--- src/rtl/uart_pkg.sv ---
// Shared UART types: parity selection and framing states.
// Imported by the transmit engine and reusable by the receive side.
package uart_pkg;

   typedef enum logic [1:0] {
      PARITY_NONE = 2'd0,
      PARITY_EVEN = 2'd1,
      PARITY_ODD  = 2'd2
   } parity_e;

   typedef enum logic [2:0] {
      IDLE      = 3'd0,
      START_BIT = 3'd1,
      DATA      = 3'd2,
      PARITY    = 3'd3,
      STOP_BIT  = 3'd4
   } uart_state_e;

   // Zero-extended payload; padding bits do not change the XOR.
   function automatic logic parity_bit(input logic [8:0] data,
                                       input parity_e    mode);
      return (^data) ^ (mode == PARITY_ODD);
   endfunction

endpackage

--- src/rtl/uart_baud_gen.sv ---
// Bit-period timer: pulses bit_done on the last clk of each bit.
// Held at zero while restart is high so a frame starts on a clean period.
module uart_baud_gen #(
   parameter int BAUD_DIVISOR = 1024
) (
   input  logic clk,
   input  logic rst,
   input  logic restart,
   output logic bit_done
);

   localparam int CW = (BAUD_DIVISOR > 2) ? $clog2(BAUD_DIVISOR) : 1;
   localparam logic [CW-1:0] LAST = CW'(BAUD_DIVISOR - 1);

   logic [CW-1:0] cnt_q;
   logic [CW-1:0] cnt_d;

   assign bit_done = (cnt_q == LAST);

   // Count clks within a bit; wrap to 0 on every bit boundary.
   always_comb begin
      cnt_d = cnt_q + CW'(1);
      if (restart || bit_done) begin
         cnt_d = '0;
      end
   end

   // Counter register.
   always_ff @(posedge clk) begin
      if (rst) begin
         cnt_q <= '0;
      end else begin
         cnt_q <= cnt_d;
      end
   end

endmodule

--- src/rtl/uart_tx_engine.sv ---
// UART transmitter: start, LSB-first data, optional parity, 1-2 stops.
// tx is registered; a frame is latched on the valid/ready handshake.
module uart_tx_engine
   import uart_pkg::*;
#(
   parameter int      BAUD_DIVISOR = 1024,
   parameter int      FRAME_SIZE   = 8,
   parameter parity_e PARITY_MODE  = PARITY_NONE,
   parameter int      STOP_BITS    = 1
) (
   input  logic                  clk,
   input  logic                  rst,
   input  logic [FRAME_SIZE-1:0] tx_data,
   input  logic                  tx_valid,
   output logic                  tx_ready,
   output logic                  tx,
   output logic                  busy
);

   localparam int BW = $clog2(FRAME_SIZE + 1);
   localparam logic [BW-1:0] LAST_BIT = BW'(FRAME_SIZE);
   localparam logic STOP_LAST = 1'(STOP_BITS - 1);

   if (BAUD_DIVISOR < 2) begin : g_bad_baud
      $fatal(1, "uart_tx_engine: BAUD_DIVISOR must be >= 2");
   end
   if (FRAME_SIZE < 5 || FRAME_SIZE > 9) begin : g_bad_frame
      $fatal(1, "uart_tx_engine: FRAME_SIZE must be 5..9");
   end
   if (STOP_BITS != 1 && STOP_BITS != 2) begin : g_bad_stop
      $fatal(1, "uart_tx_engine: STOP_BITS must be 1 or 2");
   end
   if (PARITY_MODE != PARITY_NONE && PARITY_MODE != PARITY_EVEN &&
       PARITY_MODE != PARITY_ODD) begin : g_bad_parity
      $fatal(1, "uart_tx_engine: illegal PARITY_MODE");
   end

   uart_state_e           state_q;
   uart_state_e           state_d;
   logic [FRAME_SIZE-1:0] shift_q;
   logic [FRAME_SIZE-1:0] shift_d;
   logic [BW-1:0]         bit_cnt_q;
   logic [BW-1:0]         bit_cnt_d;
   logic                  stop_cnt_q;
   logic                  stop_cnt_d;
   logic                  parity_q;
   logic                  parity_d;
   logic                  tx_q;
   logic                  tx_d;
   logic                  bit_done;

   assign tx_ready = (state_q == IDLE) && !rst;
   assign busy     = (state_q != IDLE);
   assign tx       = tx_q;

   uart_baud_gen #(
      .BAUD_DIVISOR(BAUD_DIVISOR)
   ) u_baud (
      .clk     (clk),
      .rst     (rst),
      .restart (state_q == IDLE),
      .bit_done(bit_done)
   );

   // Framing FSM: next state, shift/count updates and next tx level.
   always_comb begin
      state_d    = state_q;
      shift_d    = shift_q;
      bit_cnt_d  = bit_cnt_q;
      stop_cnt_d = stop_cnt_q;
      parity_d   = parity_q;
      tx_d       = tx_q;
      unique case (state_q)
         IDLE: begin
            tx_d = 1'b1;
            if (tx_valid) begin
               state_d    = START_BIT;
               shift_d    = tx_data;
               parity_d   = parity_bit(9'(tx_data), PARITY_MODE);
               bit_cnt_d  = '0;
               stop_cnt_d = 1'b0;
               tx_d       = 1'b0;
            end
         end
         START_BIT: begin
            if (bit_done) begin
               state_d   = DATA;
               tx_d      = shift_q[0];
               shift_d   = shift_q >> 1;
               bit_cnt_d = BW'(1);
            end
         end
         DATA: begin
            if (bit_done) begin
               if (bit_cnt_q == LAST_BIT) begin
                  if (PARITY_MODE != PARITY_NONE) begin
                     state_d = PARITY;
                     tx_d    = parity_q;
                  end else begin
                     state_d = STOP_BIT;
                     tx_d    = 1'b1;
                  end
               end else begin
                  tx_d      = shift_q[0];
                  shift_d   = shift_q >> 1;
                  bit_cnt_d = bit_cnt_q + BW'(1);
               end
            end
         end
         PARITY: begin
            if (bit_done) begin
               state_d = STOP_BIT;
               tx_d    = 1'b1;
            end
         end
         STOP_BIT: begin
            tx_d = 1'b1;
            if (bit_done) begin
               if (stop_cnt_q == STOP_LAST) begin
                  state_d = IDLE;
               end else begin
                  stop_cnt_d = 1'b1;
               end
            end
         end
         default: begin
            state_d = IDLE;
            tx_d    = 1'b1;
         end
      endcase
   end

   // State and datapath registers; reset aborts any frame in flight.
   always_ff @(posedge clk) begin
      if (rst) begin
         state_q    <= IDLE;
         shift_q    <= '0;
         bit_cnt_q  <= '0;
         stop_cnt_q <= 1'b0;
         parity_q   <= 1'b0;
         tx_q       <= 1'b1;
      end else begin
         state_q    <= state_d;
         shift_q    <= shift_d;
         bit_cnt_q  <= bit_cnt_d;
         stop_cnt_q <= stop_cnt_d;
         parity_q   <= parity_d;
         tx_q       <= tx_d;
      end
   end

endmodule

--- config.mk ---
export PLATFORM = sky130hd
export DESIGN_NAME = uart_tx_engine
export DESIGN_NICKNAME = d
export VERILOG_FILES = /design/src/rtl/uart_pkg.sv /design/src/rtl/uart_baud_gen.sv /design/src/rtl/uart_tx_engine.sv
export SDC_FILE = /design/constraint.sdc
export NUM_CORES = 1
export LEC_CHECK = 0
export ABC_CLOCK_PERIOD_IN_PS = 2300
export CELL_PAD_IN_SITES_DETAIL_PLACEMENT = 1
export CELL_PAD_IN_SITES_GLOBAL_PLACEMENT = 1
export CORE_MARGIN = 5
export CORE_UTILIZATION = 42
export DETAILED_ROUTE_END_ITERATION = 7
export PLACE_DENSITY_LB_ADDON = 0.05
export SYNTH_ARGS = -nofsm -noshare
export SYNTH_HDL_FRONTEND = slang
export SYNTH_SLANG_ARGS = --single-unit
export TNS_END_PERCENT = 30
--- constraint.sdc ---
create_clock -name clk -period 2.3 [get_ports clk]
set_input_delay 0.46 -clock clk [delete_from_list [all_inputs] [get_ports clk]]
set_output_delay 0.46 -clock clk [all_outputs]
set_load 0.01 [all_outputs]
==> impl_metrics.yaml, run 1 <==
synth:
  synth_enable_flop_cells: 0
  cells_after_synthesis: 152
  yosysWarningCount: 0
  synth-compound-area-share_pct: 23.8
  main_combinational_cell_family_by_area_after_synthesis: "compound AO/OA/AOI/OAI gates"
  ys_async_sr_fraction_pct: 0
  post_synthesis_adder_cell_area_fraction_pct: 2.73
  synth.ff_latch_count: 26
  synthesis.area_mm2: 0.00138
  synthSimpleGateAreaFrac_pct: 21.7
  synth.mux.area_fraction_pct: 0
  synth_xor_area_share_pct: 6.92
  synth.distinct_cells: 45
  synthesis.area_per_instance_um2: 9.05
  synth_ff_type: "sky130_fd_sc_hd__dfxtp_1"
  synth_seq_area_share_pct: 37.9
  post_syn_nets: 166
place:
  gp_congestion: 0.771
  numPortBuffers: 13
  placedCellCount: 202
  hpwl_um: 2270
  post-place-ws_ns: 0.235
detailed_routing:
  per_cell_routed_wire_length_um: 15.3
  vias: 1178
  drc: 0
  drc_violation_total_after_the_first_tritonroute_iteration: 81
  antenna_violating_nets_post_route: 0
  final_wirelength_um: 3150
  routed_via_density: 5.72
  drtPass1Iterations: 3
critical_path:
  kind_of_critical_path: "reg -> out"
  worstPathCellList: "nor2_4 > nand2_1 > nor2_1 > clkdlybuf4s50_1"
  reg2reg_to: "shift_q[2]"
  critPathLaunchType: "flop"
  required_ns: 1.84
  critical_path_arrival_ns: 1.66
  critical_path.slowest_cell: "sky130_fd_sc_hd__clkdlybuf4s50_1"
  r2r.worst_path.cells: 6
  r2r_slack_ns: 0.33
  critical_path_peak_fanout: 10
  startpoint_of_the_most_critical_register_to_register_path: "u_baud.cnt_q[0]"
  critical-path-max-stage-delay_ns: 0.54
  setup.worst_path.end_class: "primary output"
pwr:
  power_density_mw_per_mm2: 604
  netSwitchingFraction_pct: 24.8
  p_seq_share_pct: 51.5
  power.static_leakage_nw: 0.537
  share_comb_of_total_power_pct: 14.3
  max-vdd-ir-drop_uv: 249
  power.share.clock_pct: 34.3
  power.internal_mw: 0.716
  net-switching-power_mw: 0.236
floorplan:
  core_mm2: 0.00310
  floorplan.die_area_mm2: 0.00452
  initial_utilization_pct: 44.3
  boundaryPins: 14
  chipWidth_um: 67.2
  die_height_um: 67.2
  num_rows: 20
clock_tree:
  post_cts_buffers: 0
  ctsHoldBuffers: 0
  ctsRootBufferMaster: "sky130_fd_sc_hd__clkbuf_4"
  worst_skew_pair.late_latency_ns: 0.34
  tritoncts.num_buffers: 3
  clock_path_buffers: 2
  cts_htree_levels: 1
  numClockSinks: 26
  tritoncts_clock_tree: "done"
  clkTransAtPathRegs_ns: 0.15
worst_hold_path:
  timing.hold.worst.start: "u_baud.cnt_q[0]"
  holdPathEnd: "u_baud.cnt_q[0]"
  min_path_type: "reg -> reg"
  min_path_cells: 1
global_routing:
  grt_pass1_vias: 1240
  grt_max_degree: 18
  grt_util_all_layers_pct: 16.2
  antenna_found_initial: 0
  grt_pass1_wl_um: 5750
  grt_overflow: 0
finish:
  fin_cells: 206
  synthesis_to_layout_area_growth_pct: 14.6
  diodes: 0
  layout.nets: 177
  nFillCells: 390
  layout-drive-gt1-share_pct: 9.88
  fin_util_pct: 50.8
timing:
  finalSetupTns_ns: 0
  timing.slew.headroom_pct: 55.8
  finalWorstSetupSlack_ns: 0.177
  slew_viol_final: 0
  max_freq_mhz: 471
  final.period_utilization_pct: 92.3
  worstMarginPinSlew_ns: 0.661
  worst_clock_skew_ns: 0.00749
  rsz_0062_raised_after_global_routing: "false"
  whs_ns: 0.487
  post-route-min-period_ns: 2.12
  report.final.setup_viol: 0
  final-hold-violation-count: 0
job:
  maxCapViolCount: 0
outcome:
  run_status: "finished, final reports clean"
[cells by family after synthesis]
logic type | Yosys count
xor gates and xnor gates | 10
AOI/OAI and AO/OA | 43
buffers and inverters | 16
and+or+nand+nor | 54
adders and majority gates | 3
DFF | 26
[registers in the layout, indices dropped and copies added (netlist names)]
signal        flops
bit_cnt_q         4
shift_q           8
u_baud.cnt_q     10
state_q           3
tx                1
[per-stage QoR]
stage,power (mW),cell area (um2)
2_1_floorplan,0.582,1380
3_3_place_gp,0.629,1510
3_5_place_dp,0.634,1510
4_1_cts,0.960,1570
5_1_grt,0.997,1580
6_report,0.952,1580
[power by group through the flow]
stage               registers, mW  logic, mW  clock network, mW
finish                      0.490      0.136              0.326
global placement            0.498      0.132                  0
detailed placement          0.499      0.135                  0
CTS                         0.489      0.136              0.336
global route                0.494      0.152              0.351
floorplan                   0.492     0.0894                  0
[layer usage]
metal | share of wire [%] | wire length [um] | global-route usage, %
met5 | 0 | 0 | 0
met4 | 1.1 | 35 | 5.32
met3 | 2.4 | 75 | 2.16
met2 | 43 | 1340 | 25.8
met1 | 54 | 1700 | 22.4
[placed cells by master (no fill, tap or decap), types with 2 or more instances in the layout]
cell                              Yosys  routed
sky130_fd_sc_hd__o21ai_1              2       2
sky130_fd_sc_hd__or4_1                2       2
sky130_fd_sc_hd__nand4_1              3       3
sky130_fd_sc_hd__ha_1                 3       3
sky130_fd_sc_hd__nand3_1             14      14
sky130_fd_sc_hd__clkdlybuf4s50_1      0      13
sky130_fd_sc_hd__inv_1                5       5
sky130_fd_sc_hd__nand2_1              4       4
sky130_fd_sc_hd__nor3_1               2       2
sky130_fd_sc_hd__dfxtp_2              0       2
sky130_fd_sc_hd__o21ai_0             10      10
sky130_fd_sc_hd__and3_1               2       2
sky130_fd_sc_hd__a21oi_1             11      11
sky130_fd_sc_hd__clkbuf_4             0       3
sky130_fd_sc_hd__and4_1               3       3
sky130_fd_sc_hd__nor2_1              13      12
sky130_fd_sc_hd__buf_4                1       4
sky130_fd_sc_hd__a311oi_1             7       7
sky130_fd_sc_hd__dfxtp_1             26      24
sky130_fd_sc_hd__xor2_1               6       6
sky130_fd_sc_hd__nand2b_1             2       2
sky130_fd_sc_hd__xnor2_1              3       3
[cell usage after synthesis, types with 2 or more instances]
| cell type | count | area [um2] |
|---|---|---|
| sky130_fd_sc_hd__nand3_1 | 14 | 70.1 |
| sky130_fd_sc_hd__inv_1 | 5 | 18.8 |
| sky130_fd_sc_hd__a311oi_1 | 7 | 61.3 |
| sky130_fd_sc_hd__xor2_1 | 6 | 52.6 |
| sky130_fd_sc_hd__buf_2 | 2 | 10.0 |
| sky130_fd_sc_hd__and4_1 | 3 | 26.3 |
| sky130_fd_sc_hd__xnor2_1 | 3 | 26.3 |
| sky130_fd_sc_hd__o21ai_1 | 2 | 10.0 |
| sky130_fd_sc_hd__or4_1 | 2 | 15.0 |
| sky130_fd_sc_hd__o21ai_0 | 10 | 50.1 |
| sky130_fd_sc_hd__nand2_1 | 4 | 15.0 |
| sky130_fd_sc_hd__buf_6 | 4 | 45.0 |
| sky130_fd_sc_hd__nor3_1 | 2 | 10.0 |
| sky130_fd_sc_hd__nand2b_1 | 2 | 12.5 |
| sky130_fd_sc_hd__a21oi_1 | 11 | 55.1 |
| sky130_fd_sc_hd__and3_1 | 2 | 12.5 |
| sky130_fd_sc_hd__ha_1 | 3 | 37.5 |
| sky130_fd_sc_hd__dfxtp_1 | 26 | 521 |
| sky130_fd_sc_hd__clkbuf_1 | 4 | 15.0 |
| sky130_fd_sc_hd__nor2_1 | 13 | 48.8 |
| sky130_fd_sc_hd__nand4_1 | 3 | 18.8 |
[how the worst max path moves through the flow]
| stage | depth (start not counted) | slack (ns) | startpoint | to |
|---|---|---|---|---|
| 4_1_cts | 4 | 0.04 | state_q[0] | tx_ready |
| 3_3_place_gp | 3 | 0.24 | rst | tx_ready |
| 5_1_grt | 4 | 0.03 | state_q[0] | tx_ready |
| 6_report | 4 | 0.18 | state_q[0] | tx_ready |
| 2_1_floorplan | 6 | 0.62 | u_baud.cnt_q[0] | bit_cnt_q[2] |
| 3_5_place_dp | 3 | 0.23 | rst | tx_ready |
[critical path, delay by kind of cell, from the launching register on]
kind                   cells  cell delay, ns
buffers and inverters      1            0.54
AND/OR/NAND/NOR            3            0.37
flip-flops                 1            0.42
[cell type report]
type                    instances  area (um2)  share of cell area, %
clock inverters                 1        30.0                   1.91
repair buffers                 17         160                   10.2
multi-input cells             110         766                   48.6
flip-flops and latches         26         523                   33.2
inverters                       5        18.8                   1.19
clock buffers                   3        22.5                   1.43
well taps                      44        55.1                   3.49
[repair_timing]
| item | CTS | global route |
|---|---|---|
| resized for setup | 1 | 3 |
| pin swaps | 0 | 0 |
| cloned | 0 | 0 |
| setup endpoints to repair | 1 | 2 |
No activity file was read; power rests on OpenSTA's default activity.
==> inputs of run 2 (changes only) <==
--- a/config.mk
+++ b/config.mk
@@ -8,9 +8,11 @@
 export ABC_CLOCK_PERIOD_IN_PS = 2300
 export CELL_PAD_IN_SITES_DETAIL_PLACEMENT = 1
 export CELL_PAD_IN_SITES_GLOBAL_PLACEMENT = 1
+export CORE_ASPECT_RATIO = 0.6
 export CORE_MARGIN = 5
 export CORE_UTILIZATION = 42
 export DETAILED_ROUTE_END_ITERATION = 7
+export GPL_ROUTABILITY_DRIVEN = 0
 export PLACE_DENSITY_LB_ADDON = 0.05
 export SYNTH_ARGS = -nofsm -noshare
 export SYNTH_HDL_FRONTEND = slang
==> run 2 against run 1 <==
  * Via count about the same
  * Core utilization fell by 1.6 points
  * Clock-buffer cell count is 1 higher
  * Clock skew down 0.0053 ns
  * Flip-flop and latch count stayed put
  * Sequential share of layout area about the same
  * Die area rose by 0.83%
  * Clock power shrank 5%
  * Largest cell class unchanged
==> impl_metrics.yaml, run 2 (synthesis results as in run 1) <==
timing:
  report.final.setup_viol: 0
  slew_viol_final: 0
  timing.slew.headroom_pct: 53.1
  post-route-min-period_ns: 2.17
  max_freq_mhz: 460
  rsz_0062_raised_after_global_routing: "false"
  whs_ns: 0.484
  worstMarginPinSlew_ns: 0.701
  final-hold-violation-count: 0
  worst_clock_skew_ns: 0.00223
  finalSetupTns_ns: 0
  final.period_utilization_pct: 94.5
  finalWorstSetupSlack_ns: 0.126
critical_path:
  reg2reg_to: "shift_q[5]"
  critPathLaunchType: "flop"
  critical_path_arrival_ns: 1.71
  setup.worst_path.end_class: "primary output"
  r2r.worst_path.cells: 6
  required_ns: 1.84
  r2r_slack_ns: 0.30
  critical_path_peak_fanout: 10
  startpoint_of_the_most_critical_register_to_register_path: "u_baud.cnt_q[0]"
  kind_of_critical_path: "reg -> out"
clock_tree:
  cts_htree_levels: 1
  tritoncts_clock_tree: "done"
  post_cts_buffers: 0
  numClockSinks: 26
  ctsHoldBuffers: 0
  worst_skew_pair.late_latency_ns: 0.28
  tritoncts.num_buffers: 3
  clkTransAtPathRegs_ns: 0.09
  clock_path_buffers: 2
  ctsRootBufferMaster: "sky130_fd_sc_hd__clkbuf_8"
finish:
  fin_cells: 207
  synthesis_to_layout_area_growth_pct: 14.5
  biggest_regs: "u_baud.cnt_q: 10 flops, shift_q: 8 flops, bit_cnt_q: 4 flops"
  layout.cells.most_common: "sky130_fd_sc_hd__dfxtp_1"
  design_area_mm2: 0.00157
  nFillCells: 383
  fin_util_pct: 49.1
  diodes: 0
  layout-drive-gt1-share_pct: 9.88
  layout.nets: 177
  most-common-layout-cells: "24 x sky130_fd_sc_hd__dfxtp_1, 14 x sky130_fd_sc_hd__nand3_1, 13 x sky130_fd_sc_hd__clkdlybuf4s50_1"
  max_flop_register: "u_baud.cnt_q"
  largest_register_ffs: 10
global_routing:
  antenna_found_initial: 0
  grt_overflow: 0
  grt_pass1_vias: 1182
  grt_max_degree: 18
  grt_util_all_layers_pct: 16.6
  grt_pass1_wl_um: 5920
floorplan:
  floorplan.die_area_mm2: 0.00456
  chipWidth_um: 83.9
  initial_utilization_pct: 42.9
  num_rows: 16
  core_mm2: 0.00320
  die_height_um: 54.3
  boundaryPins: 14
detailed_routing:
  drtPass1Iterations: 4
  per_cell_routed_wire_length_um: 16.9
  vias: 1177
  drc: 0
  antenna_violating_nets_post_route: 0
  routed_via_density: 5.69
  drc_violation_total_after_the_first_tritonroute_iteration: 32
  final_wirelength_um: 3500
worst_hold_path:
  min_path_type: "reg -> reg"
  timing.hold.worst.start: "u_baud.cnt_q[0]"
  min_path_cells: 1
  holdPathEnd: "u_baud.cnt_q[0]"
place:
  placedCellCount: 203
  post-place-ws_ns: 0.235
  hpwl_um: 2590
  placement.cell_area_mm2: 0.00151
  numPortBuffers: 13
pwr:
  power.total_mw: 0.939
  power_density_mw_per_mm2: 597
  max-vdd-ir-drop_uv: 379
  power.static_leakage_nw: 0.536
job:
  maxCapViolCount: 0
outcome:
  run_status: "finished, final reports clean"
## run 2: cell count changes in the layout (fill, tap and decap cells not counted)
cell / previous run / this run
sky130_fd_sc_hd__bufinv_16: 1 / 0
sky130_fd_sc_hd__clkbuf_4: 3 / 0
sky130_fd_sc_hd__nor2_4: 1 / 0
sky130_fd_sc_hd__clkbuf_8: 0 / 4
sky130_fd_sc_hd__nor2_2: 0 / 1
## run 2: power by group
group | internal [mW] | leakage [nW] | switching, mW
sequential | 0.472 | 0.213 | 0.0179
clock | 0.154 | 0.0288 | 0.157
combinational | 0.0657 | 0.294 | 0.0725
total | 0.691 | 0.536 | 0.248
## run 2: worst max path at each step
stage,start,end,cells after the start
2_1_floorplan,u_baud.cnt_q[0],bit_cnt_q[2],6
3_3_place_gp,rst,tx_ready,3
3_5_place_dp,rst,tx_ready,3
4_1_cts,state_q[0],tx_ready,4
5_1_grt,state_q[0],tx_ready,4
6_report,state_q[0],tx_ready,4
## run 2: area by class of cell
class / count / area (um2) / area share [%]
Multi-Input combinational cell: 110 / 761 / 48.3
Tap cell: 45 / 56.3 / 3.58
Sequential cell: 26 / 523 / 33.2
Timing Repair Buffer: 17 / 160 / 10.2
Clock buffer: 4 / 55.1 / 3.50
Inverter: 5 / 18.8 / 1.19
## run 2: what timing repair did
| item | in CTS | in global routing |
|---|---|---|
| gates cloned | 0 | 0 |
| gates resized for setup | 1 | 2 |
| endpoints found under the setup margin | 1 | 2 |
## run 2: worst max-delay path, stage by stage, from the launching register on
cell                              delay (ns)
sky130_fd_sc_hd__dfxtp_2                0.40
sky130_fd_sc_hd__nor2_2                 0.20
sky130_fd_sc_hd__nand2_1                0.15
sky130_fd_sc_hd__nor2_1                 0.13
sky130_fd_sc_hd__clkdlybuf4s50_1        0.55
## run 2: layer usage
metal  GRT usage (%)  vias to the layer above  wire, um
met5               0                        -         0
met4            2.94                        0        17
met3            4.36                        2       116
met2            25.5                       15      1430
met1            23.8                      570      1940
li1                -                      590         -
==> inputs of run 3 (changes only) <==
--- a/config.mk
+++ b/config.mk
@@ -11,9 +11,11 @@
 export CORE_ASPECT_RATIO = 0.6
 export CORE_MARGIN = 5
 export CORE_UTILIZATION = 42
+export CTS_CLUSTER_SIZE = 16
 export DETAILED_ROUTE_END_ITERATION = 7
 export GPL_ROUTABILITY_DRIVEN = 0
-export PLACE_DENSITY_LB_ADDON = 0.05
+export GPL_TIMING_DRIVEN = 0
+export PLACE_DENSITY = 0.78
 export SYNTH_ARGS = -nofsm -noshare
 export SYNTH_HDL_FRONTEND = slang
 export SYNTH_SLANG_ARGS = --single-unit
==> run 3 against run 2 <==
  * Wire length grew 5.2%
  * Clock power is 3% lower
  * Total power fell by 0.70%
  * Core utilization up 1.1 points
  * Critical path depth unchanged
==> impl_metrics.yaml, run 3 (synthesis results as in run 1) <==
timing:
  slew_viol_final: 0
  rsz_0062_raised_after_global_routing: "false"
  worst_clock_skew_ns: 0.00591
  final.period_utilization_pct: 95.2
  worstMarginPinSlew_ns: 0.743
  max_freq_mhz: 456
  report.final.setup_viol: 0
  timing.slew.headroom_pct: 50.3
  final-hold-violation-count: 0
  post-route-min-period_ns: 2.19
  whs_ns: 0.471
place:
  placement.cell_area_mm2: 0.00155
  numPortBuffers: 12
  placedCellCount: 209
  hpwl_um: 2680
floorplan:
  floorplan.die_area_mm2: 0.00456
  die_height_um: 54.3
  initial_utilization_pct: 42.9
  boundaryPins: 14
  num_rows: 16
  core_mm2: 0.00320
  chipWidth_um: 83.9
critical_path:
  worstPathCellList: "clkbuf_1 > clkbuf_2 > nor2_1 > clkdlybuf4s50_1"
  r2r_slack_ns: 0.26
  setup.worst_path.end_class: "primary output"
  required_ns: 1.84
  kind_of_critical_path: "in -> out"
  critical_path.slowest_cell: "sky130_fd_sc_hd__clkdlybuf4s50_1"
  critical-path-max-stage-delay_ns: 0.48
  reg2reg_to: "shift_q[6]"
  critPathLaunchType: "input pin"
  r2r.worst_path.cells: 6
  critical_path_arrival_ns: 1.73
  critical_path_peak_fanout: 10
  startpoint_of_the_most_critical_register_to_register_path: "u_baud.cnt_q[0]"
clock_tree:
  tritoncts.num_buffers: 3
  worst_skew_pair.late_latency_ns: 0.27
  cts_htree_levels: 1
  post_cts_buffers: 0
  ctsRootBufferMaster: "sky130_fd_sc_hd__clkbuf_8"
  numClockSinks: 26
  clkTransAtPathRegs_ns: 0.09
  tritoncts_clock_tree: "done"
  clock_path_buffers: 2
global_routing:
  grt_pass1_vias: 1221
  grt_overflow: 0
  grt_pass1_wl_um: 6180
  grt_util_all_layers_pct: 17.5
  antenna_found_initial: 0
  grt_max_degree: 15
worst_hold_path:
  min_path_cells: 1
  min_path_type: "reg -> reg"
  timing.hold.worst.start: "u_baud.cnt_q[0]"
  holdPathEnd: "u_baud.cnt_q[0]"
pwr:
  power_density_mw_per_mm2: 579
  power.internal_mw: 0.690
  net-switching-power_mw: 0.242
  max-vdd-ir-drop_uv: 382
  power.share.clock_pct: 32.3
  share_comb_of_total_power_pct: 15.7
  netSwitchingFraction_pct: 26.0
  power.static_leakage_nw: 0.559
  p_seq_share_pct: 52.0
  power.total_mw: 0.933
outcome:
  run_status: "finished, final reports clean"
detailed_routing:
  final_wirelength_um: 3680
  drc: 0
  routed_via_density: 5.89
  antenna_violating_nets_post_route: 0
  drtPass1Iterations: 4
  vias: 1254
  drc_violation_total_after_the_first_tritonroute_iteration: 78
  per_cell_routed_wire_length_um: 17.3
finish:
  layout.cells.most_common: "sky130_fd_sc_hd__dfxtp_1"
  biggest_regs: "u_baud.cnt_q: 10 flops, shift_q: 8 flops, bit_cnt_q: 4 flops"
  most-common-layout-cells: "26 x sky130_fd_sc_hd__dfxtp_1, 14 x sky130_fd_sc_hd__nand3_1, 12 x sky130_fd_sc_hd__nor2_1, 12 x sky130_fd_sc_hd__clkdlybuf4s50_1, 11 x sky130_fd_sc_hd__a21oi_1"
  layout.nets: 183
  largest_register_ffs: 10
  synthesis_to_layout_area_growth_pct: 17.1
  diodes: 0
  design_area_mm2: 0.00161
  layout-drive-gt1-share_pct: 10.7
  fin_cells: 213
  max_flop_register: "u_baud.cnt_q"
job:
  maxCapViolCount: 0
-- run 3: cell types whose count changed in the layout (fill, tap and decap cells not counted) --
cell | previous run | this run
sky130_fd_sc_hd__buf_2 | 0 | 2
sky130_fd_sc_hd__buf_4 | 4 | 1
sky130_fd_sc_hd__buf_6 | 0 | 4
sky130_fd_sc_hd__clkbuf_1 | 0 | 3
sky130_fd_sc_hd__clkbuf_2 | 0 | 1
sky130_fd_sc_hd__clkdlybuf4s50_1 | 13 | 12
sky130_fd_sc_hd__dfxtp_1 | 24 | 26
sky130_fd_sc_hd__dfxtp_2 | 2 | 0
-- run 3: worst max path at each step --
stage,startpoint,slack [ns],to,cells after the start
floorplan,u_baud.cnt_q[0],0.62,bit_cnt_q[2],6
global placement,rst,-0.04,tx_ready,4
detailed placement,rst,-0.04,tx_ready,4
CTS,state_q[0],0.09,tx_ready,5
global route,rst,0.03,tx_ready,4
finish,rst,0.11,tx_ready,4
-- run 3: area by class of cell --
class / instances / area [um2]
fillers: 392 / 1590
inverters: 5 / 18.8
plain buffers: 11 / 78.8
well taps: 45 / 56.3
repair buffers: 12 / 120
multi-input cells: 110 / 761
flip-flops and latches: 26 / 520
clock buffers: 4 / 55.1
-- run 3: routing by layer --
metal / wire (um) / up-vias / part of all wire, % / global-route usage, %
li1: - / 600 / - / -
met1: 1820 / 616 / 49 / 24.3
met2: 1620 / 36 / 44 / 28.2
met3: 230 / 2 / 6.2 / 4.81
met4: 12 / 0 / 0.33 / 2.67
met5: 0 / - / 0 / 0
-- run 3: critical path: cells and delay by family --
kind / cells / cell delay, ns
buf+inv: 3 / 1.18
simple gates: 1 / 0.08
-- run 3: what timing repair did --
action | CTS | global route
resized for setup | 1 | 1
setup endpoints to repair | 1 | 1
hold buffers | 0 | 0
hold endpoints to repair | 0 | 0
-- run 3: through the flow --
step           TNS, ns  util, %  worst slack, ns
6_report             0     50.3            0.109
5_1_grt              0     50.3           0.0290
4_1_cts              0     50.2           0.0857
3_5_place_dp   -0.0425     48.4          -0.0425
3_3_place_gp   -0.0386     48.4          -0.0386
2_1_floorplan        0        -            0.618
-- run 3: power by group through the flow --
stage | clock, mW | combinational [mW] | sequential [mW]
5_1_grt | 0.324 | 0.159 | 0.487
4_1_cts | 0.305 | 0.144 | 0.484
2_1_floorplan | 0 | 0.0894 | 0.492
3_5_place_dp | 0 | 0.143 | 0.495
6_report | 0.301 | 0.146 | 0.485
3_3_place_gp | 0 | 0.136 | 0.493
